===== config.mk =====
export PLATFORM = sky130hd
export DESIGN_NAME = jtframe_joyser_tx
export DESIGN_NICKNAME = d
export VERILOG_FILES = /design/src/rtl/jtframe_joyser_tx.sv
export SDC_FILE = /design/constraint.sdc
export NUM_CORES = 1
export LEC_CHECK = 0
export BUFFER_PORTS_ARGS = -buffer_cell sky130_fd_sc_hd__buf_2
export CORE_AREA = 2 2 80 82
export CTS_BUF_LIST = sky130_fd_sc_hd__clkbuf_4
export CTS_CLUSTER_SIZE = 40
export DETAILED_ROUTE_END_ITERATION = 8
export DIE_AREA = 0 0 82 84
export GPL_ROUTABILITY_DRIVEN = 1
export HOLD_SLACK_MARGIN = 0.1
export SLEW_MARGIN = 20
export SYNTH_ARGS = -nofsm -noshare
export SYNTH_HDL_FRONTEND = slang
export SYNTH_SLANG_ARGS = --single-unit

===== constraint.sdc =====
create_clock -name clk -period 1.5 [get_ports clk]
set_input_delay 0.075 -clock clk [delete_from_list [all_inputs] [get_ports clk]]
set_output_delay 0.075 -clock clk [all_outputs]
set_load 0.1 [all_outputs]

===== src/rtl/jtframe_joyser_tx.sv =====
// Device end of the serial joystick link: emulates the 74HC165 chain that
// shifts two 6-bit pad states out to the host on joy_data.
module jtframe_joyser_tx #(
    parameter int TOW = 16
) (
    input  logic       clk,
    input  logic       rst_n,
    input  logic [5:0] joy1,
    input  logic [5:0] joy2,
    input  logic       joy_clk,
    input  logic       joy_load,
    output logic       joy_data,
    output logic       frame_done,
    output logic       link_ok
);

    localparam int NUM_PADS = 2;

    logic [1:0]     clk_sync, load_sync;
    logic           clk_prev, load_prev;
    logic           clk_rise, load_low, load_fall;
    logic [15:0]    sr;
    logic [4:0]     cnt;
    logic           done_p;
    logic [TOW-1:0] to;

    logic [NUM_PADS-1:0][5:0] joy;
    logic [NUM_PADS-1:0][7:0] frame_byte;

    // Host strobes are asynchronous; flops idle high like the idle link
    always_ff @(posedge clk or negedge rst_n) begin
        if (!rst_n) begin
            clk_sync  <= '1;
            load_sync <= '1;
            clk_prev  <= 1'b1;
            load_prev <= 1'b1;
        end else begin
            clk_sync  <= {clk_sync[0], joy_clk};
            load_sync <= {load_sync[0], joy_load};
            clk_prev  <= clk_sync[1];
            load_prev <= load_sync[1];
        end
    end

    assign clk_rise  = clk_sync[1] & ~clk_prev;
    assign load_low  = ~load_sync[1];
    assign load_fall = load_low & load_prev;

    assign joy = {joy1, joy2};

    // Adapter board wiring order, pressed = 0, two unused inputs tied high
    genvar p;
    generate
        for (p = 0; p < NUM_PADS; p++) begin : g_pad
            assign frame_byte[p] = {~joy[p][3], ~joy[p][2], ~joy[p][1], ~joy[p][0],
                                    ~joy[p][4], ~joy[p][5], 2'b11};
        end
    endgenerate

    always_ff @(posedge clk or negedge rst_n) begin
        if (!rst_n) begin
            sr     <= 16'hFFFF;
            cnt    <= 5'd0;
            done_p <= 1'b0;
        end else if (load_low) begin
            sr     <= frame_byte;
            cnt    <= 5'd0;
            done_p <= 1'b0;
        end else if (clk_rise) begin
            sr     <= {sr[14:0], 1'b1};
            cnt    <= (cnt == 5'd16) ? cnt : cnt + 5'd1;
            done_p <= (cnt == 5'd15);
        end else begin
            done_p <= 1'b0;
        end
    end

    // done_p is delayed one cycle so the pulse lines up with joy_data
    always_ff @(posedge clk or negedge rst_n) begin
        if (!rst_n) begin
            joy_data   <= 1'b1;
            frame_done <= 1'b0;
        end else begin
            joy_data   <= sr[15];
            frame_done <= done_p;
        end
    end

    always_ff @(posedge clk or negedge rst_n) begin
        if (!rst_n) begin
            to      <= '0;
            link_ok <= 1'b0;
        end else begin
            if (load_fall)
                to <= '0;
            else if (to != '1)
                to <= to + TOW'(1);
            // a stale link never reports ok, even if a frame just ended
            if (to == '1)
                link_ok <= 1'b0;
            else if (frame_done)
                link_ok <= 1'b1;
        end
    end

endmodule


==> metrics.log <==
[metrics] reg2reg setup slack: -0.03 ns
[metrics] final setup violation count: 4
[metrics] adder-cell share of the synthesized area: 2.37%
[metrics] share of the synthesized area in the top cell type: 28.4%
[metrics] Buffers on Ports: 18
[metrics] Sum Neg Setup Slack: -0.0928 ns
[metrics] Hold Crit Class: primary input to async pin
[metrics] main area contributors after synthesis: sky130_fd_sc_hd__dfrtp_1 28%, sky130_fd_sc_hd__dfstp_2 26%, sky130_fd_sc_hd__mux2i_1 12%, sky130_fd_sc_hd__ha_1 2.4%, sky130_fd_sc_hd__o21ai_0 2.1%
[metrics] maximum VDD drop: 0.469 mV
[metrics] leading cell types by count after synthesis: 25 x sky130_fd_sc_hd__mux2i_1, 24 x sky130_fd_sc_hd__dfrtp_1, 21 x sky130_fd_sc_hd__dfstp_2, 12 x sky130_fd_sc_hd__nand2_1, 12 x sky130_fd_sc_hd__nor2_1
[metrics] final routed wire length divided by cell count: about 13 µm
[metrics] number of storage elements in the synthesis netlist: 45
[metrics] library cells used by synthesis: 38
[metrics] most used standard cell by instance count after synthesis: sky130_fd_sc_hd__mux2i_1
[metrics] post-place setup slack: -0.0146 ns
[metrics] post-synthesis instance area: 2110 µm²
[metrics] sort of element at the end of the critical path: flip-flop
[metrics] hold violation total from the final report: 0
[metrics] category of the most critical setup path: flip-flop to flip-flop
[metrics] count of final max-slew check failures: 0
[metrics] leakage power summed over all cells: ~1.3 nW
[metrics] number of rows created at floorplan: 29
[metrics] CTS buffer count: 5
[metrics] Final WS setup: -0.0337 ns
[metrics] first drt pass iteration count: 4
[metrics] ANT nets after route: 0
[metrics] logic depth of the worst register-to-register path: 4
[metrics] final critical-path share of the clock period: 102%
[metrics] initial antenna violation count: 0
[metrics] via/cell ratio: roughly 4.9
[metrics] sequential area share after synthesis: between 50 and 60%
[metrics] failing checks: negative setup slack
[metrics] run status: finished, violations left
[metrics] slowest cell delay on critical path: 0.47 ns
[metrics] critical-path cell with the highest stage delay: sky130_fd_sc_hd__dfrtp_1
[metrics] worst-path fanout max: 4
[metrics] Residual DRC: 0
[metrics] power density over the cells: roughly 910 nW/µm²
[metrics] final weighted congestion in routability-driven placement: 0.724
[metrics] total die area: 6890 µm²
[metrics] maximum number of pins on one net before global-route repair: 46
[metrics] achievable clock frequency: roughly 0.65 GHz
[metrics] total detailed-routing wirelength: 4.29 mm
[metrics] overflow left after global routing: 0
[metrics] number of nets in the synthesized netlist: ~200
[metrics] YS warnings: 0
[metrics] Max-Slew Margin vs Limit: a little over three fifths
[metrics] maximum count of clock buffers along a single path: 2
[metrics] overall via count from detail_route: 1635
[metrics] Die Ht: 84 µm
[metrics] WP buf/inv: 0
[metrics] ys async rst share: 100%
[metrics] CTS clock-pin slew for the worst setup and hold paths: 0.13 ns
[metrics] Synth Flop Type: sky130_fd_sc_hd__dfrtp_1
[metrics] Syn Area/Cell: 11.4 µm²
[metrics] clock latency at the later pin of the worst-skew pair: between 0.3 and 0.4 ns
[metrics] fraction of final layout cells with drive strength greater than 1: a little over two fifths
[metrics] effective utilization at floorplan: 34.7%
[metrics] die width: 82 µm
[metrics] multiplexer share of the synthesized area: 11.8%
[metrics] cell at the root of the clock tree: sky130_fd_sc_hd__clkbuf_4
[metrics] cell area after layout: about 3000 µm²
[metrics] arrival time worst endpoint: between 1.5 and 2 ns
[metrics] placed wire-length estimate: 2.56 mm
[metrics] worst endpoint required time: 1.76 ns
[metrics] Post-Synth Simple-Gate Area: 19.8%
[metrics] main combinational cell family by area after synthesis: simple AND/OR/NAND/NOR gates
[metrics] number of global-route vias before repair: approximately 1700
[metrics] startpoint types: flip-flop
[metrics] number of flops mapped to enable cells by yosys: 0
[metrics] clock tree sinks: 45
[metrics] fin nets: 279
[metrics] cell accounting for the most synthesized area: sky130_fd_sc_hd__dfrtp_1
[metrics] number of top-level pins: 19
[metrics] global-route wire length before repair: 7.07 mm
[metrics] # diodes: 0
[metrics] post-synthesis to final-layout area growth: 38.4%
[metrics] sequence of cells on the critical path: and4_4 -> nand4_1 -> or4_1 -> and3_1
[metrics] Mapped Cells: 186
[metrics] worst reg2reg startpoint: to[9]$_DFFE_PN0P_
[metrics] number of maximum-capacitance constraint violations: 0
[metrics] Detailed Route Iter0 Violations: 54
[metrics] Period minus WS final: 1.53 ns
[metrics] non-filler cells, final: 337
[metrics] Synth Area in XOR/XNOR: 2.07%
[metrics] number of H-tree levels: 2
[metrics] slew of the pin with the lowest slew margin: between 0.5 and 0.6 ns
[metrics] final clock skew: around 0.0040 ns
[metrics] cell family with the largest share of critical-path delay: simple AND/OR/NAND/NOR gates
[metrics] endpoint of the lowest-slack register-to-register path: to[15]$_DFFE_PN0P_
[metrics] unrepaired setup endpoints after global routing: yes
[metrics] number of placed instances, taps included: 301
[metrics] fraction of the mapped netlist area in compound gates: 6.63%
[metrics] Area after DPL: 2490 µm²
[metrics] Core Box Area: 6100 µm²
[metrics] CTS tree: yes
[metrics] GR Util All Layers: 13.2%
[registers in the layout, indices dropped and copies added (netlist names)]
register and flops:
clk_prev 1, clk_sync 2, cnt 5, done_p 1, frame_done 1, joy_data 1, link_ok 1, load_prev 1
load_sync 2, sr 14, to 16
[where the power goes]
part	switching [mW]	total, mW	internal [mW]
logic	0.219	0.474	0.255
registers	0.0703	1.42	1.35
clock network	0.400	0.774	0.373
[cell type report]
cell class / instances / area (µm²)
clock buffer: 6 / 45.0
clock inverter: 2 / 38.8
timing repair buffer: 74 / 572
inverter: 5 / 18.8
fill: 577 / 3170
tap: 77 / 96.3
multi-input combinational: 128 / 997
sequential: 45 / 1160
[cell families (layout without fill, tap and decap cells)]
kind of cell               Yosys count  in the layout
adders and majority gates            4              4
DFF                                 45             45
and+or+nand+nor                     70             70
muxes                               25             25
AOI/OAI and AO/OA                   24             24
xor gates and xnor gates             5              5
buffers and inverters               13             87
[layout by cell type (no fill, tap or decap), drive strengths merged, types with 2 or more instances in the layout]
master,synthesis,layout
a31oi,2,2
dlygate4sd3,0,15
o21ai,10,10
dfstp,21,21
or3,5,5
nand3,7,7
inv,5,5
nand2,12,12
and2,3,3
nor3,4,4
xnor2,4,4
nor2b,2,2
and4,3,3
or4,2,2
mux2i,25,25
a21oi,8,8
clkbuf,3,6
nand4,7,7
and3,6,6
buf,5,59
nor2,12,12
dfrtp,24,24
ha,4,4
nand2b,2,2
nor4,2,2
[per-layer routing]
| layer | vias to the layer above | global-route usage, % | share of wire [%] |
|---|---|---|---|
| met4 | 0 | 4.09 | 1.7 |
| met1 | 793 | 14.9 | 43 |
| met2 | 27 | 23.7 | 52 |
| met5 | - | 0 | 0 |
| li1 | 806 | - | - |
| met3 | 9 | 3.25 | 2.7 |
[how the worst max path moves through the flow]
stage / endpoint / from / cells past startpoint
floorplan: to[15]$_DFFE_PN0P_ / to[0]$_DFFE_PN0P_ / 5
global placement: to[15]$_DFFE_PN0P_ / to[0]$_DFFE_PN0P_ / 5
detailed placement: to[15]$_DFFE_PN0P_ / to[0]$_DFFE_PN0P_ / 5
CTS: to[15]$_DFFE_PN0P_ / to[1]$_DFFE_PN0P_ / 5
global route: to[15]$_DFFE_PN0P_ / to[9]$_DFFE_PN0P_ / 4
finish: to[15]$_DFFE_PN0P_ / to[9]$_DFFE_PN0P_ / 4
[timing repair]
| item | CTS | global route |
|---|---|---|
| endpoints found under the setup margin | 6 | 16 |
| gates cloned | 0 | 0 |
| buffers inserted | 5 | 8 |
| pin swaps | 2 | 8 |
| endpoints found under the hold margin | 38 | 0 |
| hold buffers | 15 | 0 |
| resized for setup | 4 | 20 |
[through the flow]
stage | hold slack, ns | power [mW] | utilization, %
finish | 0.306 | 2.67 | 48.0
CTS | 0.319 | 2.68 | 45.7
detailed placement | 0.182 | 1.80 | 40.8
global route | 0.327 | 2.84 | 48.0
global placement | 0.180 | 1.78 | 40.8
floorplan | -0.221 | 1.64 | -
[worst min-delay path, cell delays in order]
cell	delay, ns
sky130_fd_sc_hd__dlygate4sd3_1	0.52
sky130_fd_sc_hd__buf_2	0.09
sky130_fd_sc_hd__buf_4	0.45
No activity file was read; power rests on OpenSTA's default activity.
